--- src/rtl/cu_uart_echo_pkg.sv ---
// Shared constants and state encodings for the UART echo block.
package cu_uart_echo_pkg;

  typedef enum logic [1:0] {RX_IDLE, RX_START, RX_DATA, RX_STOP} rx_state_t;
  typedef enum logic [1:0] {TX_IDLE, TX_START, TX_DATA, TX_STOP} tx_state_t;

  function automatic int clks_per_bit(input int clk_hz, input int baud);
    return clk_hz / baud;
  endfunction

  function automatic int cnt_width(input int cpb);
    return (cpb > 1) ? $clog2(cpb) : 1;
  endfunction

endpackage

--- src/rtl/uart_tx.sv ---
// 8N1 serialiser: start bit, 8 data bits LSB first, stop bit; line idles high.
module uart_tx
  import cu_uart_echo_pkg::*;
#(
  parameter int CLKS_PER_BIT = 100
) (
  input  logic       clk,
  input  logic       rst_n,
  input  logic [7:0] data,
  input  logic       start,
  output logic       busy,
  output logic       tx
);

  localparam int CNT_W = cnt_width(CLKS_PER_BIT);
  localparam logic [CNT_W-1:0] CNT_LAST = CNT_W'(CLKS_PER_BIT - 1);

  tx_state_t        state;
  logic [CNT_W-1:0] cnt;
  logic [2:0]       bit_idx;
  logic [7:0]       shreg;

  assign busy = (state != TX_IDLE);

  always_ff @(posedge clk) begin
    if (state == TX_IDLE && start) shreg <= data;
  end

  always_ff @(posedge clk or negedge rst_n) begin
    if (!rst_n) begin
      state   <= TX_IDLE;
      cnt     <= '0;
      bit_idx <= '0;
      tx      <= 1'b1;
    end else begin
      case (state)
        TX_IDLE: begin
          cnt     <= '0;
          bit_idx <= '0;
          tx      <= 1'b1;
          if (start) begin
            state <= TX_START;
            tx    <= 1'b0;
          end
        end
        TX_START: begin
          if (cnt == CNT_LAST) begin
            cnt   <= '0;
            state <= TX_DATA;
            tx    <= shreg[0];
          end else cnt <= cnt + 1'b1;
        end
        TX_DATA: begin
          if (cnt == CNT_LAST) begin
            cnt <= '0;
            if (bit_idx == 3'd7) begin
              state <= TX_STOP;
              tx    <= 1'b1;
            end else begin
              bit_idx <= bit_idx + 3'd1;
              tx      <= shreg[bit_idx + 3'd1];
            end
          end else cnt <= cnt + 1'b1;
        end
        TX_STOP: begin
          if (cnt == CNT_LAST) begin
            cnt   <= '0;
            state <= TX_IDLE;
          end else cnt <= cnt + 1'b1;
        end
        default: state <= TX_IDLE;
      endcase
    end
  end

endmodule

--- src/rtl/cu_uart_echo_top.sv ---
// UART receiver with LED display and optional echo through a 1-entry holding buffer.
module cu_uart_echo_top
  import cu_uart_echo_pkg::*;
#(
  parameter int CLK_HZ = 100000000,
  parameter int BAUD   = 1000000,
  parameter int LED_W  = 8,
  parameter int ECHO   = 1
) (
  input  logic             clk,
  input  logic             rst_n,
  input  logic             usb_rx,
  output logic             usb_tx,
  output logic [LED_W-1:0] led
);

  localparam int CPB   = clks_per_bit(CLK_HZ, BAUD);
  localparam int CNT_W = cnt_width(CPB);
  localparam logic [CNT_W-1:0] CNT_LAST = CNT_W'(CPB - 1);
  localparam logic [CNT_W-1:0] CNT_HALF = CNT_W'(CPB / 2 - 1);

  if (CPB < 4) begin : g_cpb_chk
    $error("CLKS_PER_BIT must be at least 4");
  end
  if (LED_W < 1 || LED_W > 8) begin : g_led_chk
    $error("LED_W must be in 1..8");
  end

  logic [1:0] rst_sync;
  logic       sys_rst_n;

  always_ff @(posedge clk or negedge rst_n) begin
    if (!rst_n) rst_sync <= 2'b00;
    else        rst_sync <= {rst_sync[0], 1'b1};
  end
  assign sys_rst_n = rst_sync[1];

  logic [1:0]       rx_sync;
  logic             rx_line;
  logic [1:0]       settle;
  logic             armed;
  rx_state_t        rx_state;
  logic [CNT_W-1:0] rx_cnt;
  logic [2:0]       rx_bit;
  logic [7:0]       rx_byte;
  logic             rx_valid;
  logic             frame_err;

  always_ff @(posedge clk or negedge sys_rst_n) begin
    if (!sys_rst_n) rx_sync <= 2'b11;
    else            rx_sync <= {rx_sync[0], usb_rx};
  end
  assign rx_line = rx_sync[1];

  always_ff @(posedge clk) begin
    if (rx_state == RX_DATA && rx_cnt == CNT_LAST) rx_byte <= {rx_line, rx_byte[7:1]};
  end

  // The synchroniser's reset value must not arm the receiver; wait until a
  // genuinely sampled 1 has propagated through both stages.
  always_ff @(posedge clk or negedge sys_rst_n) begin
    if (!sys_rst_n) begin
      settle    <= 2'b00;
      armed     <= 1'b0;
      rx_state  <= RX_IDLE;
      rx_cnt    <= '0;
      rx_bit    <= '0;
      rx_valid  <= 1'b0;
      frame_err <= 1'b0;
    end else begin
      rx_valid <= 1'b0;
      settle   <= {settle[0], 1'b1};
      if (settle[1] && rx_line) armed <= 1'b1;
      case (rx_state)
        RX_IDLE: begin
          rx_cnt    <= '0;
          rx_bit    <= '0;
          frame_err <= 1'b0;
          if (armed && !rx_line) rx_state <= RX_START;
        end
        RX_START: begin
          if (rx_cnt == CNT_HALF) begin
            rx_cnt   <= '0;
            rx_state <= rx_line ? RX_IDLE : RX_DATA;
          end else rx_cnt <= rx_cnt + 1'b1;
        end
        RX_DATA: begin
          if (rx_cnt == CNT_LAST) begin
            rx_cnt <= '0;
            if (rx_bit == 3'd7) rx_state <= RX_STOP;
            else                rx_bit   <= rx_bit + 3'd1;
          end else rx_cnt <= rx_cnt + 1'b1;
        end
        RX_STOP: begin
          if (frame_err) begin
            if (rx_line) rx_state <= RX_IDLE;
          end else if (rx_cnt == CNT_LAST) begin
            rx_cnt <= '0;
            if (rx_line) begin
              rx_valid <= 1'b1;
              rx_state <= RX_IDLE;
            end else frame_err <= 1'b1;
          end else rx_cnt <= rx_cnt + 1'b1;
        end
        default: rx_state <= RX_IDLE;
      endcase
    end
  end

  always_ff @(posedge clk or negedge sys_rst_n) begin
    if (!sys_rst_n)    led <= '0;
    else if (rx_valid) led <= rx_byte[LED_W-1:0];
  end

  if (ECHO != 0) begin : g_echo
    logic       buf_full;
    logic [7:0] buf_data;
    logic       tx_busy;
    logic       tx_start;
    logic       drain;
    logic       load_new;
    logic [7:0] tx_data;

    // A byte arriving while the buffer drains takes the freed slot.
    assign drain    = buf_full && !tx_busy;
    assign load_new = rx_valid && !tx_busy && !buf_full;
    assign tx_start = drain || load_new;
    assign tx_data  = drain ? buf_data : rx_byte;

    always_ff @(posedge clk or negedge sys_rst_n) begin
      if (!sys_rst_n)              buf_full <= 1'b0;
      else if (drain)              buf_full <= rx_valid;
      else if (rx_valid && tx_busy) buf_full <= 1'b1;
    end

    always_ff @(posedge clk) begin
      if (rx_valid && (drain || (tx_busy && !buf_full))) buf_data <= rx_byte;
    end

    uart_tx #(.CLKS_PER_BIT(CPB)) u_tx (
      .clk   (clk),
      .rst_n (sys_rst_n),
      .data  (tx_data),
      .start (tx_start),
      .busy  (tx_busy),
      .tx    (usb_tx)
    );
  end else begin : g_no_echo
    assign usb_tx = 1'b1;
  end

endmodule

--- config.mk ---
export PLATFORM = sky130hd
export DESIGN_NAME = cu_uart_echo_top
export DESIGN_NICKNAME = d
export VERILOG_FILES = /design/src/rtl/cu_uart_echo_pkg.sv /design/src/rtl/uart_tx.sv /design/src/rtl/cu_uart_echo_top.sv
export SDC_FILE = /design/constraint.sdc
export NUM_CORES = 1
export LEC_CHECK = 0
export ABC_AREA = 1
export CELL_PAD_IN_SITES_DETAIL_PLACEMENT = 1
export CELL_PAD_IN_SITES_GLOBAL_PLACEMENT = 1
export CORE_MARGIN = 5
export CORE_UTILIZATION = 50
export CTS_CLUSTER_DIAMETER = 50
export DETAILED_ROUTE_END_ITERATION = 12
export HOLD_SLACK_MARGIN = 0.03
export PLACE_DENSITY_LB_ADDON = 0.1
export SLEW_MARGIN = 20
export SYNTH_ARGS = -nofsm -noshare
export SYNTH_HDL_FRONTEND = slang
export SYNTH_SLANG_ARGS = --single-unit
--- constraint.sdc ---
create_clock -name clk -period 4.18 [get_ports clk]
set_clock_uncertainty 0.05 [all_clocks]
set_input_delay 0.836 -clock clk [delete_from_list [all_inputs] [get_ports clk]]
set_output_delay 0.836 -clock clk [all_outputs]
set_load 0.05 [all_outputs]
=== Word level (Yosys, flattened, before mapping) ===
Index checks and enable logic that the tools add are counted.

* ROM bits: 0
* Memories kept: 0
* Latch bits: 0
* Logic and storage cells: 121
* Bits in writable memories: 0
* Output and inout bits: 9
* Bits of input ports: 3
* Bits in registers: 67

* Div/mod/pow operators: 0
* Add/sub/neg operators: 4
* Reductions and logical operators: 29
* Multipliers: 0
* Eq/ne operators: 24
* Order comparisons: 1
* Bitwise operators: 0
* Multiplexer cells: 45
* Shifts and indexed selects: 0

{| class="wikitable"
|+ Operators by type and width
! cell !! count
|-
| $mux 7 || 4
|-
| $pmux 7 s4 || 1
|-
| $mux 2 || 13
|-
| $pmux 2 s4 || 2
|-
| $add 7x1->7 const B || 2
|-
| $eq 7x7->1 const B || 2
|-
| $mux 1 || 14
|-
| $ne 2x1->1 const B || 7
|-
| $pmux 7 s2 || 1
|-
| $mux 3 || 4
|-
| $pmux 3 s2 || 2
|-
| $logic_and 1x1->1 || 10
|-
| $ne 2x2->1 const B || 5
|-
| $reduce_and 5->1 || 2
|-
| $reduce_bool 2->1 || 5
|-
| $reduce_and 3->1 || 3
|-
| $eq 2x2->1 const B || 4
|-
| $mux 8 || 1
|-
| $eq 7x6->1 const B || 1
|-
| $add 3x1->3 const B || 2
|-
| $eq 3x3->1 const B || 2
|-
| $eq 2x1->1 const B || 2
|-
| $logic_not 2->1 || 2
|-
| $lt 3x4->1 const B || 1
|-
| other kinds (8) || 11
|}

=== Longest topological paths before layout ===
Gate-level depths: netlist (run 1).

* Word-level depth: 7
* Gate-level depth with buffers: 9
* Depth with buffers taken out: 9

=== Cells and area by module ===
From an unflattened synthesis (run 1), not the netlist that was laid out.

* Cells, all modules: 321
* Area total of the unflattened synthesis: 3110.5 µm²

{| class="wikitable"
|+ Modules (own cells, without submodules)
! module !! area an instance (µm²) !! cells each !! sequential area each (µm²) !! times used
|-
| cu_uart_echo_top || 2034.5 || 209 || 1233.7 || 1
|-
| uart_tx || 1076.0 || 112 || 566.8 || 1
|}

=== Worst setup path before layout (run 1) ===
No wires, ideal clock.

* Path type: reg2reg
* Start: register g_echo.u_tx.state[0]
* End: register g_echo.buf_data[0], enable pin
* Data required time: 3.760 ns
* Buffers on the path: 0
* Arrival time: 1.374 ns
* Stages on the path, launching flop included: 5
* Setup time: 0.370 ns
* Clock period less this slack: 1.794 ns
* Setup slack: 2.386 ns
* Cell sequence: dfrtp_1 inv_1 ha_1 ha_1 nor2_1

* Word-level cells in the longest chain between the ends: 5
* Elaborated cells between the ends (all ways): 6
* Classes of those cells: reduce/logical (6)

{| class="wikitable"
|+ RTL lines
! item !! line !! RTL
|-
| from (decl) || uart_tx.sv:18 || <nowiki>tx_state_t state;</nowiki>
|-
| from (signal assigned) || uart_tx.sv:31 || <nowiki>state <= TX_IDLE;</nowiki>
|-
| from (signal assigned) || uart_tx.sv:42 || <nowiki>state <= TX_START;</nowiki>
|-
| from (signal assigned) || uart_tx.sv:49 || <nowiki>state <= TX_DATA;</nowiki>
|-
| $reduce_bool 2->1 * || uart_tx.sv:23 || <nowiki>assign busy = (state != TX_IDLE);</nowiki>
|-
| $logic_not 1->1 || cu_uart_echo_top.sv:125 || <nowiki>assign drain = buf_full && !tx_busy;</nowiki>
|-
| $logic_and 1x1->1 || cu_uart_echo_top.sv:125 ||
|-
| $logic_or 1x1->1 * || cu_uart_echo_top.sv:137 || <nowiki>if (rx_valid && (drain || (tx_busy && !buf_full))) buf_data <= rx_byte;</nowiki>
|-
| $logic_and 1x1->1 * || cu_uart_echo_top.sv:137 ||
|-
| to (signal assigned) || cu_uart_echo_top.sv:137 ||
|-
| to (decl) || cu_uart_echo_top.sv:117 || <nowiki>logic [7:0] buf_data;</nowiki>
|}

Mark *: on every way between the ends. The rest lies on a longest branch, timed or not.
A chain may end at the register's enable or synchronous reset.

=== Worst setup path in the final report (run 1) ===
* Start: register g_echo.u_tx.tx
* End: output usb_tx

{| class="wikitable"
|+ RTL lines
! item !! line !! RTL
|-
| from (decl) || uart_tx.sv:12 || <nowiki>output logic tx</nowiki>
|-
| from (signal assigned) || uart_tx.sv:50 || <nowiki>tx <= shreg[0];</nowiki>
|-
| from (signal assigned) || uart_tx.sv:61 || <nowiki>tx <= shreg[bit_idx + 3'd1];</nowiki>
|-
| to (decl) || cu_uart_echo_top.sv:13 || <nowiki>output logic usb_tx,</nowiki>
|}

No word-level cell between the ends.

==> impl_metrics.py, run 1 <==
metrics = {
    "run_status": {
        "outcome": "completed",
    },
    "flow_run": {
        "cap_violations": 0,
    },
    "finish": {
        "area_growth_syn_to_layout_pct": 13.4,
        "nets": 343,
        "diodes": 0,
        "fin_cells": 402,
        "drive_above_1_share": 0.0979,
    },
    "route": {
        "drc": 0,
        "vias": 2031,
        "wl_met3_um": 138,
        "drtIter0Drc": 60,
        "met2_length_um": 2870,
        "dr.max_layer_used": "met4",
        "wl_met1_um": 2560,
        "dr.pass1.iters": 4,
        "routed_via_density": 5.05,
        "totalWireLength_um": 5710,
        "ant_nets": 0,
        "routedWlPerCell_um": 14.2,
    },
    "worst_setup_path": {
        "path_delay_family": "buffers and inverters",
        "cp.required_ns": 3.29,
        "crit_slowest_cell": "clkdlybuf4s50_1",
        "r2r_slack_ns": 2.19,
        "max_stage_delay_ns": 0.79,
        "worstPathArrival_ns": 1.67,
        "path_class": "flop to primary output",
        "start_kind": "flop",
        "cp_max_fo": 2,
        "cp_num_buf_inv": 1,
        "reg2reg_depth": 6,
        "crit_chain": "clkdlybuf4s50_1",
        "worstSetupEndpoint": "usb_tx",
        "r2r-start": "g_echo.u_tx.state[0]",
        "worst-path-stages": 1,
        "end_kind": "primary output",
        "reg2reg_to": "g_echo.buf_full",
        "critPathLaunch": "g_echo.u_tx.tx",
    },
    "power_and_ir_drop": {
        "internal-power_mw": 1.05,
        "p_sw_frac": 0.294,
        "power_frac_seq": 0.487,
        "p_sw_mw": 0.436,
        "total_leakage_power_nw": 1.55,
        "power_frac_clock": 0.382,
        "p_per_area_nw_per_um2": 433,
        "p_comb_frac": 0.132,
        "ir_drop_mv": 0.379,
    },
    "synthesis": {
        "ys_warn_count": 0,
        "ys.flop_type": "dfrtp_1",
        "ys_seq_area_frac": 0.596,
        "synthCells": 301,
        "avgSynthCellArea_um2": 10.0,
        "synth_top_area_share": 0.331,
        "yosys.area.top_type": "dfrtp_1",
        "synth_edf_count": 24,
        "syn-cell-area_um2": 3020,
        "yosys-top-cells-area": "dfrtp_1 (33%), edfxtp_1 (24%), nand2_1 (11%)",
        "synthArstFlopShare": 0.642,
        "ys_seq_elements": 67,
        "ys_types": 35,
    },
    "clock_tree": {
        "clk_path_buf_depth": 2,
        "cts_post_setup_buffers_inserted": 0,
        "cts_resized": 0,
        "clk_pin_slew_worst_paths_ns": 0.08,
        "root_buffer": "clkbuf_8",
        "numCtsBuffers": 9,
        "clock-sinks": 67,
        "cts_tree": "built",
        "cts_max_level": 3,
        "cts_hold_buf": 0,
        "clk_latency_ns": 0.35,
    },
    "timing": {
        "fin_tns_setup_ns": 0,
        "finalMaxSlewViolations": 0,
        "min_period_ns": 2.56,
        "fmax_mhz": 391,
        "hold_viol": 0,
        "period_share": 0.612,
        "setup_viol_count_final": 0,
        "rsz0062_at_grt": "false",
        "worst_pin_slew_ns": 0.860,
        "slew_headroom": 0.426,
    },
    "global_route": {
        "grt_max_degree": 42,
        "grt_pass1_wl_um": 9850,
        "grt_pass1_vias": 2187,
        "grt_overflow": 0,
        "antenna_found_initial": 0,
        "grt_use_total": 0.170,
    },
    "die": {
        "dieArea_um2": 7690,
        "fp-row-count": 28,
        "start_util": 0.513,
        "chipWidth_um": 87.7,
        "die-height_um": 87.7,
        "coreArea_um2": 5890,
        "ios": 12,
    },
    "place": {
        "post-place-cells": 386,
        "hpwl_um": 4210,
        "portBuffers": 11,
        "globalplace.congestion": 0.756,
    },
    "hold_path": {
        "hp-class": "flop to flop",
    },
}
per-layer routing:
| metal | up-vias | global-route usage |
|---|---|---|
| met3 | 11 | 0.0405 |
| li1 | 1013 | - |
| met5 | - | 0 |
| met4 | 0 | 0.0976 |
| met2 | 20 | 0.290 |
| met1 | 987 | 0.194 |
layout by cell type, fill, tap and decap left out, types with 4 or more instances in the layout:
| cell | n |
|---|---|
| nand2_1 | 89 |
| dfrtp_1 | 39 |
| inv_1 | 31 |
| nor2_1 | 25 |
| edfxtp_1 | 24 |
| ha_1 | 18 |
| nand3_1 | 15 |
| o21ai_0 | 12 |
| clkdlybuf4s50_1 | 11 |
| clkbuf_8 | 9 |
| xor2_1 | 6 |
| a21oi_1 | 5 |
| inv_6 | 4 |
synthesized netlist by cell type (2+ instances only):
cell	instances
edfxtp_1	24
dfrtp_1	40
ha_1	18
o22ai_1	2
nand3_1	15
nand2_2	2
nor2_2	2
a21oi_1	5
dfstp_2	3
clkinv_1	2
inv_1	31
o21a_1	2
xor2_1	6
o21ai_2	2
nor2_1	25
nand2_1	89
nor3b_1	2
buf_2	2
o21ai_0	12
nand3b_1	2
worst min path at each step:
stage / cells after the start / slack (ns) / end / start
after floorplan: 0 / 0.28 / rst_sync[1] / rst_sync[0]
after global placement: 0 / 0.29 / settle[1] / settle[0]
after detailed placement: 0 / 0.30 / rx_sync[1] / rx_sync[0]
after CTS: 0 / 0.31 / rx_sync[1] / rx_sync[0]
after global routing: 0 / 0.31 / rx_sync[1] / rx_sync[0]
final: 0 / 0.31 / rst_sync[1] / rst_sync[0]
cell type report:
type | count | area [um^2]
Fill cell | 674 | 2460
Sequential cell | 67 | 1800
Multi-Input combinational cell | 199 | 1090
Inverter | 34 | 128
Clock buffer | 9 | 124
Timing Repair Buffer | 11 | 110
Tap cell | 75 | 93.8
Clock inverter | 7 | 81.3
cells by family after synthesis:
group	after synthesis	synth area share
AND/OR/NAND/NOR	144	0.206
flip-flops	67	0.596
buffers and inverters	36	0.0456
AO/OA/AOI/OAI	27	0.0530
adder cells (fa/ha/maj)	18	0.0746
XOR/XNOR	7	0.0203
other	1	0.00124
multiplexers	1	0.00331
flip-flops by register name, summed over array words and instances, names as in the netlist, named ones only:
| name | flops |
|---|---|
| g_echo.buf_full | 1 |
| armed | 1 |
| rx_bit | 3 |
| g_echo.u_tx.cnt | 7 |
| rx_sync | 2 |
| g_echo.u_tx.shreg | 8 |
| rx_byte | 8 |
| g_echo.u_tx.bit_idx | 3 |
| g_echo.u_tx.state | 2 |
| rst_sync | 2 |
| rx_cnt | 7 |
| g_echo.buf_data | 8 |
| rx_state | 1 |
| rx_valid | 1 |
| g_echo.u_tx.tx | 1 |
| led | 8 |
| frame_err | 1 |
| settle | 2 |
stage by stage:
step | area (um^2) | hold slack [ns] | worst slack (ns) | power (mW) | util
2_1_floorplan | 3020 | 0.281 | 2.39 | 0.877 | -
3_3_place_gp | 3220 | 0.287 | 2.00 | 0.919 | 0.547
3_5_place_dp | 3220 | 0.297 | 1.99 | 0.929 | 0.547
4_1_cts | 3420 | 0.309 | 1.60 | 1.50 | 0.582
5_1_grt | 3420 | 0.311 | 1.59 | 1.56 | 0.582
6_report | 3420 | 0.309 | 1.62 | 1.48 | 0.582
power groups by stage:
stage / clock, mW / sequential, mW / combinational [mW]
global route: 0.615 / 0.725 / 0.222
CTS: 0.577 / 0.722 / 0.197
floorplan: 0 / 0.728 / 0.149
global placement: 0 / 0.735 / 0.184
finish: 0.567 / 0.722 / 0.195
detailed placement: 0 / 0.737 / 0.193
Note: power is estimated with default switching activity, not from simulation.
==> run 2, diff against run 1 <==
--- a/config.mk
+++ b/config.mk
@@ -9,7 +9,7 @@
 export CELL_PAD_IN_SITES_DETAIL_PLACEMENT = 1
 export CELL_PAD_IN_SITES_GLOBAL_PLACEMENT = 1
 export CORE_MARGIN = 5
-export CORE_UTILIZATION = 50
+export CORE_UTILIZATION = 47
 export CTS_CLUSTER_DIAMETER = 50
 export DETAILED_ROUTE_END_ITERATION = 12
 export HOLD_SLACK_MARGIN = 0.03
==> constraint.sdc (replaced) <==
create_clock -name clk -period 2.53 [get_ports clk]
set_clock_uncertainty 0.05 [all_clocks]
set_input_delay 0.506 -clock clk [delete_from_list [all_inputs] [get_ports clk]]
set_output_delay 0.506 -clock clk [all_outputs]
set_load 0.05 [all_outputs]
==> run 2 against run 1 <==
  * Global-route usage shrank 2.1 points
  * Power grew 52%
  * Die area grew 5.7%
  * First-iteration DRC count shrank 47%
  * Clock power grew 34%
  * Worst setup slack lost 1.3 ns
  * Critical endpoint unchanged
  * Largest cell class unchanged
==> impl_metrics.py, run 2 (synthesis gave the netlist of run 1 again) <==
metrics = {
    "finish": {
        "area_growth_syn_to_layout_pct": 12.0,
        "fillers": 715,
        "diodes": 0,
        "drive_above_1_share": 0.0917,
        "final_common_cell": "nand2_1",
        "final_cell_mix": "nand2_1 (89), dfrtp_1 (39), inv_1 (31), nor2_1 (25), edfxtp_1 (24)",
        "fin_util": 0.536,
        "nets": 343,
        "final_cell_area_um2": 3380,
    },
    "clock_tree": {
        "cts_post_setup_buffers_inserted": 0,
        "clk_path_buf_depth": 2,
        "root_buffer": "clkbuf_8",
        "clock-sinks": 67,
        "cts_tree": "built",
        "cts_hold_buf": 0,
        "clk_pin_slew_worst_paths_ns": 0.07,
        "clk_latency_ns": 0.34,
        "numCtsBuffers": 9,
        "cts_resized": 0,
        "cts_max_level": 3,
    },
    "worst_setup_path": {
        "max_stage_delay_ns": 0.79,
        "path_class": "flop to primary output",
        "start_kind": "flop",
        "worstPathArrival_ns": 1.65,
        "end_kind": "primary output",
        "path_delay_family": "buffers and inverters",
        "cp_num_buf_inv": 1,
        "crit_chain": "clkdlybuf4s50_1",
        "crit_slowest_cell": "clkdlybuf4s50_1",
        "cp_max_fo": 2,
        "cp.required_ns": 1.97,
    },
    "timing": {
        "worst_pin_slew_ns": 0.899,
        "min_period_ns": 2.21,
        "finalMaxSlewViolations": 0,
        "hold_viol": 0,
        "fmax_mhz": 452,
        "setup_viol_count_final": 0,
        "period_share": 0.874,
        "rsz0062_at_grt": "false",
        "fin_tns_setup_ns": 0,
        "slew_headroom": 0.401,
    },
    "place": {
        "placed_area_um2": 3220,
        "hpwl_um": 4210,
        "portBuffers": 11,
        "globalplace.congestion": 0.776,
    },
    "die": {
        "coreArea_um2": 6310,
        "dieArea_um2": 8130,
        "fp-row-count": 29,
        "die-height_um": 90.2,
        "start_util": 0.478,
        "chipWidth_um": 90.2,
        "ios": 12,
    },
    "global_route": {
        "grt_pass1_vias": 2116,
        "grt_overflow": 0,
        "grt_use_total": 0.149,
        "grt_max_degree": 42,
        "grt_pass1_wl_um": 9820,
        "antenna_found_initial": 0,
    },
    "power_and_ir_drop": {
        "finalPower_mw": 2.26,
        "ir_drop_mv": 0.562,
        "total_leakage_power_nw": 1.53,
        "p_per_area_nw_per_um2": 667,
    },
    "flow_run": {
        "cap_violations": 0,
    },
    "route": {
        "dr.pass1.iters": 4,
        "routed_via_density": 4.97,
        "ant_nets": 0,
        "routedWlPerCell_um": 13.9,
        "drc": 0,
        "vias": 2009,
        "drtIter0Drc": 32,
        "totalWireLength_um": 5630,
    },
    "hold_path": {
        "hp-class": "input pin to async pin",
    },
    "run_status": {
        "outcome": "completed",
    },
}
==> run 2: changes by cell type in the layout (fill, tap and decap cells not counted) <==
cell | before | now
inv_6 | 4 | 0
clkinv_2 | 0 | 3
clkbuf_1 | 0 | 2
bufinv_16 | 1 | 0
clkinv_4 | 1 | 0
clkinvlp_4 | 1 | 2
==> run 2: worst paths after layout <==
kind	start	endpoint	slack, ns	depth (start not counted)
worst max-delay path	g_echo.u_tx.tx	usb_tx	0.32	1
max in group asynchronous	rst_sync[1]	g_echo.u_tx.cnt[3]	1.51	0
worst max register to register	g_echo.u_tx.state[0]	g_echo.buf_data[6]	0.46	4
min in group clk	rx_sync[0]	rx_sync[1]	0.31	0
worst min-delay path	rst_n	rst_sync[0]	0.27	1
worst min register to register	rx_sync[0]	rx_sync[1]	0.31	0
==> run 2: power by group <==
| group | internal, mW | switching [mW] |
|---|---|---|
| clock network | 0.351 | 0.406 |
| logic | 0.111 | 0.197 |
| registers | 1.15 | 0.0422 |
| total | 1.61 | 0.645 |
==> run 2: stage by stage <==
stage | hold slack (ns) | cells | setup slack (ns)
after floorplan | 0.160 | 302 | 0.736
after global placement | 0.284 | 388 | 0.628
after detailed placement | 0.295 | 388 | 0.481
after CTS | 0.265 | 404 | 0.300
after global routing | 0.255 | 404 | 0.272
final | 0.270 | 404 | 0.319
==> run 2: cell type report <==
class,instances,area (um^2),share of cell area
Clock inverter,5,30.0,0.00888
Inverter,34,128,0.0377
Multi-Input combinational cell,199,1090,0.321
Tap cell,77,96.3,0.0285
Sequential cell,67,1800,0.533
Timing Repair Buffer,11,110,0.0325
Clock buffer,11,131,0.0388
==> run 2: metal layers <==
layer	vias to the layer above	global-route usage	share of wire
met1	976	0.189	0.47
li1	1006	-	-
met2	17	0.245	0.48
met5	-	0	0
met4	0	0.0558	0.017
met3	10	0.0392	0.027
==> run 3, diff against run 2 <==
--- a/config.mk
+++ b/config.mk
@@ -8,7 +8,6 @@
 export ABC_AREA = 1
 export CELL_PAD_IN_SITES_DETAIL_PLACEMENT = 1
 export CELL_PAD_IN_SITES_GLOBAL_PLACEMENT = 1
-export CORE_MARGIN = 5
 export CORE_UTILIZATION = 47
 export CTS_CLUSTER_DIAMETER = 50
 export DETAILED_ROUTE_END_ITERATION = 12
@@ -17,4 +16,5 @@
 export SLEW_MARGIN = 20
 export SYNTH_ARGS = -nofsm -noshare
 export SYNTH_HDL_FRONTEND = slang
+export SYNTH_HIERARCHICAL = 1
 export SYNTH_SLANG_ARGS = --single-unit
==> run 3 against run 2 <==
  * Routed wire length up 7.9%
  * Critical path depth unchanged
  * Final cell count up 5.2%
  * Hold slack worse by 0.014 ns
  * Sequential power about the same
  * Non-clock buffer count up 1
  * First-iteration DRC count up 97%
  * Largest power group unchanged
==> impl_metrics.py, run 3 <==
metrics = {
    "worst_setup_path": {
        "r2r-start": "g_echo.u_tx/state[0]",
        "end_kind": "primary output",
        "path_class": "flop to primary output",
        "crit_slowest_cell": "clkdlybuf4s50_1",
        "crit_chain": "clkdlybuf4s50_1",
        "cp_max_fo": 2,
        "worstPathArrival_ns": 1.68,
        "cp.required_ns": 1.97,
        "critPathLaunch": "g_echo.u_tx/tx",
        "worst-path-stages": 1,
        "path_delay_family": "buffers and inverters",
        "cp_num_buf_inv": 1,
        "reg2reg_depth": 8,
        "max_stage_delay_ns": 0.79,
        "start_kind": "flop",
    },
    "global_route": {
        "grt_util_met1": 0.240,
        "grt_use_total": 0.198,
        "grt_pass1_vias": 2328,
        "grt_overflow": 0,
        "antenna_found_initial": 0,
        "grt_max_degree": 42,
        "use_met3": 0.0487,
        "top_usage_layer": "met2",
        "use_met2": 0.342,
        "grt_pass1_wl_um": 10600,
    },
    "finish": {
        "drive_above_1_share": 0.118,
        "final_common_cell": "nand2_1",
        "area_growth_syn_to_layout_pct": 13.5,
        "diodes": 0,
        "final_cell_mix": "nand2_1 (95), dfrtp_1 (39), inv_1 (36), nor2_1 (29), edfxtp_1 (24)",
        "nets": 364,
    },
    "synthesis": {
        "ys.flop_type": "dfrtp_1",
        "yosys-top-cells-area": "dfrtp_1 (32%), edfxtp_1 (23%), nand2_1 (11%)",
        "syn-cell-area_um2": 3110,
        "synthArstFlopShare": 0.642,
        "avgSynthCellArea_um2": 9.69,
        "yosys.area.top_type": "dfrtp_1",
        "synth.top_cells.by_count": "nand2_1 (95), dfrtp_1 (40), inv_1 (36)",
        "synth_edf_count": 24,
        "ys_warn_count": 6,
        "synthCells": 321,
        "ys_types": 34,
        "synth_top_area_share": 0.322,
        "ys_seq_elements": 67,
        "ys_seq_area_frac": 0.579,
        "yosysMostFrequentCell": "nand2_1",
    },
    "die": {
        "start_util": 0.487,
        "ios": 12,
        "coreArea_um2": 6390,
        "fp-row-count": 29,
        "die-height_um": 83.4,
        "dieArea_um2": 6950,
        "chipWidth_um": 83.4,
    },
    "place": {
        "hpwl_um": 4260,
        "portBuffers": 11,
        "globalplace.congestion": 0.770,
    },
    "route": {
        "routed_via_density": 4.93,
        "drtIter0Drc": 63,
        "drc": 0,
        "ant_nets": 0,
        "routedWlPerCell_um": 14.3,
        "totalWireLength_um": 6080,
        "dr.pass1.iters": 4,
        "vias": 2094,
    },
    "clock_tree": {
        "clk_latency_ns": 0.35,
        "clock-sinks": 67,
        "cts_max_level": 3,
        "clk_pin_slew_worst_paths_ns": 0.08,
        "root_buffer": "clkbuf_8",
        "clk_path_buf_depth": 2,
        "cts_hold_buf": 0,
        "cts_resized": 0,
        "cts_tree": "built",
        "numCtsBuffers": 9,
        "cts_post_setup_buffers_inserted": 0,
    },
    "timing": {
        "fmax_mhz": 448,
        "min_period_ns": 2.23,
        "slew_headroom": 0.401,
        "worst_pin_slew_ns": 0.898,
        "whs_ns": 0.256,
        "period_share": 0.883,
        "fin_tns_setup_ns": 0,
        "setup_viol_count_final": 0,
        "hold_viol": 0,
        "finalMaxSlewViolations": 0,
        "rsz0062_at_grt": "false",
    },
    "power_and_ir_drop": {
        "p_per_area_nw_per_um2": 738,
        "ir_drop_mv": 0.507,
        "total_leakage_power_nw": 1.59,
    },
    "run_status": {
        "outcome": "completed",
    },
    "hold_path": {
        "hp-class": "input pin to async pin",
    },
    "flow_run": {
        "cap_violations": 0,
    },
}
[run 3: cell count changes after synthesis, moves of 2 or more]
cell	before	now
o21ai_1	1	6
o21ai_0	12	6
xnor2_1	1	3
xor2_1	6	4
nor2_2	2	5
inv_1	31	36
o22ai_1	2	0
inv_2	1	3
nand3_1	15	20
nand2_1	89	95
nor2_1	25	29
nand3b_1	2	0
[run 3: path summary, 6_finish.rpt]
kind	end	slack, ns
worst max-delay path	usb_tx	0.30
worst min-delay path	rst_sync[0]	0.26
worst min register to register	rx_sync[1]	0.31
min in group clk	rx_sync[1]	0.31
worst max register to register	g_echo.u_tx/shreg[1]	0.37
max in group asynchronous	g_echo.u_tx/cnt[5]	1.51
[run 3: per-stage QoR]
stage,utilization,instances,power [mW],instance area (um^2),worst slack (ns)
3_3_place_gp,0.520,409,1.64,3320,0.524
6_report,0.553,425,2.60,3530,0.297
4_1_cts,0.553,425,2.63,3530,0.279
2_1_floorplan,-,322,1.56,3110,0.614
5_1_grt,0.553,425,2.73,3530,0.151
3_5_place_dp,0.520,409,1.67,3320,0.407
[run 3: cell families after synthesis]
| kind of cell | count (synthesis) | synth area share |
|---|---|---|
| other cells | 1 | 0.00121 |
| xor+xnor | 7 | 0.0197 |
| fa+ha+maj | 18 | 0.0724 |
| simple gates | 160 | 0.224 |
| buf+inv | 43 | 0.0523 |
| flops | 67 | 0.579 |
| compound gates | 25 | 0.0511 |
[run 3: metal layers]
layer  up-vias  share of wire
met2        18           0.50
met3         9          0.027
met4         0          0.016
met5         -              0
li1       1061              -
met1      1006           0.46
[run 3: cell type report]
type	instances	area, um^2
multi-input combinational	212	1150
clock inverter	7	85.1
sequential	67	1800
clock buffer	9	124
inverter	41	154
fill	713	2860
timing repair buffer	12	118
tap	77	96.3
[run 3: where the power goes]
part | switching (mW) | internal [mW]
Sequential | 0.0573 | 1.16
Combinational | 0.277 | 0.154
Clock | 0.477 | 0.474
